`src/rtl/if_stage_pipe_pkg.sv`:
```
// Shared definitions for the fetch stage: FSM states, NOP word, register-field positions,
// PC increment and branch-target alignment.
package if_stage_pipe_pkg;

  typedef enum logic {
    IDLE = 1'b0,
    RUN  = 1'b1
  } fetch_state_e;

  localparam logic [31:0] NOP_WORD = 32'h0000_0013;
  localparam int          RS1_LSB  = 15;
  localparam int          RS2_LSB  = 20;
  localparam logic [31:0] PC_INC   = 32'd4;

  function automatic logic [31:0] align_pc(input logic [31:0] addr);
    return {addr[31:2], 2'b00};
  endfunction

endpackage

```
`src/rtl/if_stage_pipe_pc_reg.sv`:
```
// Program counter with write enable and next-PC selection (sequential increment or
// word-aligned branch redirect).
module pc_reg
  import if_stage_pipe_pkg::*;
#(
  parameter logic [31:0] RESET_PC = 32'h0000_0000
) (
  input  logic        clk,
  input  logic        rst_n,
  input  logic        we,
  input  logic        redirect,
  input  logic [31:0] target,
  output logic [31:0] pc
);

  logic [31:0] pc_next;

  always_comb begin
    pc_next = redirect ? align_pc(target) : pc + PC_INC;
  end

  always_ff @(posedge clk or negedge rst_n) begin
    if (!rst_n) begin
      pc <= RESET_PC;
    end else if (we) begin
      pc <= pc_next;
    end
  end

endmodule

```
`src/rtl/if_stage_pipe.sv`:
```
// Fetch stage with IF/ID register and IDLE/RUN fetch FSM.
// Optional IF_PERF_CNT_EN adds saturating stall/flush counters.
module if_stage_pipe
  import if_stage_pipe_pkg::*;
#(
  parameter logic [31:0] RESET_PC  = 32'h0000_0000,
  parameter logic [31:0] NOP_INSTR = NOP_WORD
) (
  input  logic        clk_i,
  input  logic        rst_i,
  input  logic        start_i,
  input  logic        mem_stall_i,
  input  logic        PCWrite_i,
  input  logic        IF_ID_Write_i,
  input  logic        Flush_i,
  input  logic [31:0] branch_target_i,
  input  logic [31:0] instr_i,
  output logic [31:0] pc_o,
  output logic [31:0] IF_ID_pc_o,
  output logic [31:0] IF_ID_instr_o,
  output logic        IF_ID_valid_o,
  output logic [4:0]  IF_ID_RS1addr_o,
  output logic [4:0]  IF_ID_RS2addr_o
`ifdef IF_PERF_CNT_EN
  ,
  output logic [31:0] stall_cnt_o,
  output logic [31:0] flush_cnt_o
`endif
);

  fetch_state_e state;
  logic         active;
  logic         row_stall;
  logic         row_hold;
  logic         row_flush;
  logic         row_fetch;
  logic         pc_we;

  // Fetch is live only while RUN and start_i is still high, so dropping start_i freezes at once.
  always_comb begin
    active    = (state == RUN) && start_i;
    row_stall = active && mem_stall_i;
    row_hold  = active && !mem_stall_i && !IF_ID_Write_i;
    row_flush = active && !mem_stall_i && IF_ID_Write_i && Flush_i;
    row_fetch = active && !mem_stall_i && IF_ID_Write_i && !Flush_i;
    pc_we     = row_flush || ((row_hold || row_fetch) && PCWrite_i);
  end

  pc_reg #(
    .RESET_PC (RESET_PC)
  ) u_pc_reg (
    .clk      (clk_i),
    .rst_n    (rst_i),
    .we       (pc_we),
    .redirect (row_flush),
    .target   (branch_target_i),
    .pc       (pc_o)
  );

  always_ff @(posedge clk_i or negedge rst_i) begin
    if (!rst_i) begin
      state <= IDLE;
    end else begin
      state <= start_i ? RUN : IDLE;
    end
  end

  // IF/ID stage boundary
  always_ff @(posedge clk_i or negedge rst_i) begin
    if (!rst_i) begin
      IF_ID_pc_o    <= 32'h0;
      IF_ID_instr_o <= NOP_INSTR;
      IF_ID_valid_o <= 1'b0;
    end else if (row_flush) begin
      IF_ID_pc_o    <= pc_o;
      IF_ID_instr_o <= NOP_INSTR;
      IF_ID_valid_o <= 1'b0;
    end else if (row_fetch) begin
      IF_ID_pc_o    <= pc_o;
      IF_ID_instr_o <= instr_i;
      IF_ID_valid_o <= 1'b1;
    end else if (!active) begin
      IF_ID_valid_o <= 1'b0;
    end
  end

  assign IF_ID_RS1addr_o = IF_ID_instr_o[RS1_LSB +: 5];
  assign IF_ID_RS2addr_o = IF_ID_instr_o[RS2_LSB +: 5];

`ifdef IF_PERF_CNT_EN
  function automatic logic [31:0] sat_inc(input logic [31:0] cnt);
    return (cnt == 32'hFFFF_FFFF) ? cnt : cnt + 32'd1;
  endfunction

  always_ff @(posedge clk_i or negedge rst_i) begin
    if (!rst_i) begin
      stall_cnt_o <= 32'h0;
      flush_cnt_o <= 32'h0;
    end else begin
      if (row_stall || row_hold) stall_cnt_o <= sat_inc(stall_cnt_o);
      if (row_flush)             flush_cnt_o <= sat_inc(flush_cnt_o);
    end
  end
`endif

endmodule

```
`config.mk`:
```
export PLATFORM = sky130hd
export DESIGN_NAME = if_stage_pipe
export DESIGN_NICKNAME = d
export VERILOG_FILES = /design/src/rtl/if_stage_pipe_pkg.sv /design/src/rtl/if_stage_pipe_pc_reg.sv /design/src/rtl/if_stage_pipe.sv
export SDC_FILE = /design/constraint.sdc
export NUM_CORES = 1
export LEC_CHECK = 0
export CAP_MARGIN = 20
export CORE_UTILIZATION = 35
export DETAILED_ROUTE_END_ITERATION = 7
export DONT_BUFFER_PORTS = 1
export GPL_TIMING_DRIVEN = 0
export PLACE_DENSITY = 0.5
export SETUP_SLACK_MARGIN = 0.2
export SLEW_MARGIN = 10
export SYNTH_ARGS = -nofsm -noshare
export SYNTH_HDL_FRONTEND = slang
export SYNTH_SLANG_ARGS = --single-unit
```
`constraint.sdc`:
```
create_clock -name clk_i -period 5.51 [get_ports clk_i]
set_clock_uncertainty 0.2 [all_clocks]
set_input_delay 1.3775 -clock clk_i [delete_from_list [all_inputs] [get_ports clk_i]]
set_output_delay 1.3775 -clock clk_i [all_outputs]
set_load 0.02 [all_outputs]
```
==> flow_metrics.tcl <==
set metrics [dict create \
    switching_share_pct 35.7 \
    maxSlewViolCount 0 \
    rows 40 \
    p_int_uw 1330 \
    whs_endpoint "IF_ID_instr_o[1]$_DFFE_PN1P_" \
    max_stage_delay_ns 0.56 \
    startpoint "mem_stall_i" \
    die-area_sq_um 13200 \
    switchingPower_uw 736 \
    syn_area_per_cell_sq_um 8.75 \
    gp_congestion 0.768 \
    clk_path_buf_depth 2 \
    die_w_um 115 \
    drc 0 \
    min_period_ns 3.07 \
    slew_headroom_pct 54.5 \
    drive_gt1_share_pct 8.71 \
    powerDensity_nw_per_um2 413 \
    drt-total-wl_mm 12.6 \
    htreeDepth 3 \
    crit_chain "nand4b_1, nor2_2, clkbuf_1, nor3_1, a311oi_1" \
    holdCritPathClass "reg -> reg" \
    dr_total_vias 3661 \
    track_usage_pct 19.9 \
    setup-tns-final_ns 0 \
    min_path_cells 2 \
    crit_fanout 10 \
    ys_warn_count 0 \
    holdBufCountCts 0 \
    ctsResizeCount 0 \
    synth-seq-cells 94 \
    clock_latency_ns 0.35 \
    cts_sinks 94 \
    tightest_slew_ns 0.678 \
    grt_antenna_before_repair 0 \
    crit_arrival_ns 3.12 \
    drt_iter0_markers 230 \
    globalRouteOverflowTotal 0 \
    postCtsSetupBuffers 0 \
    rsz0062_at_grt "false" \
    crit_required_ns 5.56 \
    syn_area_sq_um 4460 \
    drv_cap 0 \
    start_util_pct 36.5 \
    p_seq_share_pct 56.2 \
    postRouteAntennaNets 0 \
    synthCells 509 \
    setup_viol 0 \
    power.leakage_uw 0.00226 \
    outcome "finished, final reports clean" \
    critPathKind "in -> reg" \
    cts.reportedPaths.clkPinSlew_ns 0.06 \
    regToRegEndpoint "u_pc_reg.pc[23]$_DFFE_PN0P_" \
    fin_nets 595 \
    fillCellCount 1283 \
    largest_register_ffs 32 \
    post-place-ws_ns 2.08 \
    ys_async_sr_fraction_pct 100 \
    reg2reg_depth 5 \
    reg2reg_slack_ns 3.04 \
    combPwrFrac_pct 11.6 \
    grt_pass1_vias 3615 \
    root_buffer "clkbuf_16" \
    critPathSlowestCell "nor2_2" \
    timing.rr.start "u_pc_reg.pc[8]$_DFFE_PN0P_" \
    synth-edff-count 0 \
    cts_buffers 9 \
    synthFlopType "dfrtp_1" \
    layout_setup_ws_ns 2.44 \
    p_clk_share_pct 32.2 \
    fmax_mhz 325 \
    startpoint_type "input pin" \
    coreArea_sq_um 12200 \
    vdd_drop_max_mv 0.172 \
    synth-seq-area-share_pct 52.9 \
    grt_pass1_wl_mm 19.8 \
    synth_cell_type_count 50 \
    cts_tree "built" \
    hold_viol 0 \
    end_kind "flip-flop" \
    pin_count 178 \
    period_share_pct 55.8 \
    io_buffer_count 0 \
    dp_hpwl_mm 9.15 \
    post_drt_via_cell_ratio 5.26 \
    grt_max_degree 95 \
    min_from "IF_ID_instr_o[1]$_DFFE_PN1P_" \
    area_growth_pct 12.0 \
    avgRoutedWirePerCell_um 18.2 \
    diodes 0 \
    fp.dieH_um 115 \
    first_pass_iters 7 \
]
cells by family (layout without fill, tap and decap cells):
group           Yosys count  count (layout)  synth area share, %
xor+xnor                  7               7                 1.38
simple gates            276             276                 28.4
compound gates           86              86                 11.8
other cells               1               4               0.0842
flops                    94              94                 52.9
fa+ha+maj                 1               1                0.281
buf+inv                  44              60                 5.14
layout by cell type, fill, tap and decap left out, drive strengths merged, types with 3 or more instances in the layout:
| cell type | instances |
|---|---|
| clkbuf | 35 |
| nand4 | 14 |
| a22o | 5 |
| and4 | 4 |
| nand3 | 17 |
| nor3 | 13 |
| nor4 | 3 |
| clkinv | 3 |
| a22oi | 5 |
| xor2 | 5 |
| a31oi | 8 |
| conb | 4 |
| nand2 | 181 |
| a21oi | 4 |
| or3 | 7 |
| and3 | 7 |
| o31ai | 5 |
| a211oi | 3 |
| dfstp | 3 |
| nor2 | 21 |
| buf | 18 |
| o21ai | 45 |
| dfrtp | 91 |
stage by stage:
| stage | area, sq um | power (uW) | std cells | hold WS (ns) | util [%] |
|---|---|---|---|---|---|
| floorplan | 4470 | 1320 | 512 | 0.310 | - |
| global placement | 4680 | 1400 | 680 | 0.322 | 38.3 |
| detailed placement | 4680 | 1410 | 680 | 0.335 | 38.3 |
| CTS | 4990 | 2090 | 696 | 0.344 | 40.9 |
| global route | 4990 | 2170 | 696 | 0.357 | 40.9 |
| finish | 4990 | 2060 | 696 | 0.342 | 40.9 |
cell type report:
type / instances / area (sq um) / area share [%]
plain buffers: 43 / 225 / 4.51
clock buffers: 10 / 229 / 4.59
clock inverters: 6 / 86.3 / 1.73
inverters: 1 / 3.75 / 0.0752
multi-input cells: 374 / 1880 / 37.7
flip-flops and latches: 94 / 2360 / 47.2
well taps: 168 / 210 / 4.21
cell usage after synthesis (5+ instances only):
| cell | count | share of area [%] |
|---|---|---|
| nand2_1 | 181 | 15 |
| dfrtp_1 | 91 | 51 |
| o21ai_0 | 44 | 4.9 |
| clkbuf_1 | 24 | 2.0 |
| nor2_1 | 20 | 1.7 |
| nand3_1 | 17 | 1.9 |
| buf_4 | 16 | 2.7 |
| nor3_1 | 12 | 1.3 |
| nand4_1 | 11 | 1.5 |
| a31oi_1 | 8 | 1.1 |
| and3_1 | 7 | 0.98 |
| or3_1 | 6 | 0.84 |
| a22oi_1 | 5 | 0.84 |
| o31ai_1 | 5 | 0.84 |
| xor2_1 | 5 | 0.98 |
power by group through the flow:
stage          logic, uW  clock network, uW  registers, uW
3_3_place_gp         234                  0           1170
4_1_cts              241                684           1160
2_1_floorplan        205                  0           1120
5_1_grt              280                713           1180
6_report             238                665           1160
3_5_place_dp         240                  0           1170
worst max-delay path, delay by kind of cell:
family,cells,cell delay [ns]
simple gates,3,0.99
buf+inv,1,0.53
compound gates,1,0.21
worst max path at each step:
stage	end	cells past startpoint	slack, ns
after detailed placement	u_pc_reg.pc[10]$_DFFE_PN0P_	5	2.08
final	u_pc_reg.pc[10]$_DFFE_PN0P_	5	2.44
after CTS	u_pc_reg.pc[10]$_DFFE_PN0P_	5	2.43
after global placement	u_pc_reg.pc[10]$_DFFE_PN0P_	5	2.08
after floorplan	u_pc_reg.pc[24]$_DFFE_PN0P_	7	2.53
after global routing	u_pc_reg.pc[10]$_DFFE_PN0P_	5	2.30
routing by layer:
layer	wire (um)	global-route usage, %	vias up
li1	-	-	1761
met1	5540	25.6	1747
met2	5760	31.4	142
met3	1160	6.43	11
met4	176	7.53	0
met5	0	0	-
Power figures use the tool's default switching activity.
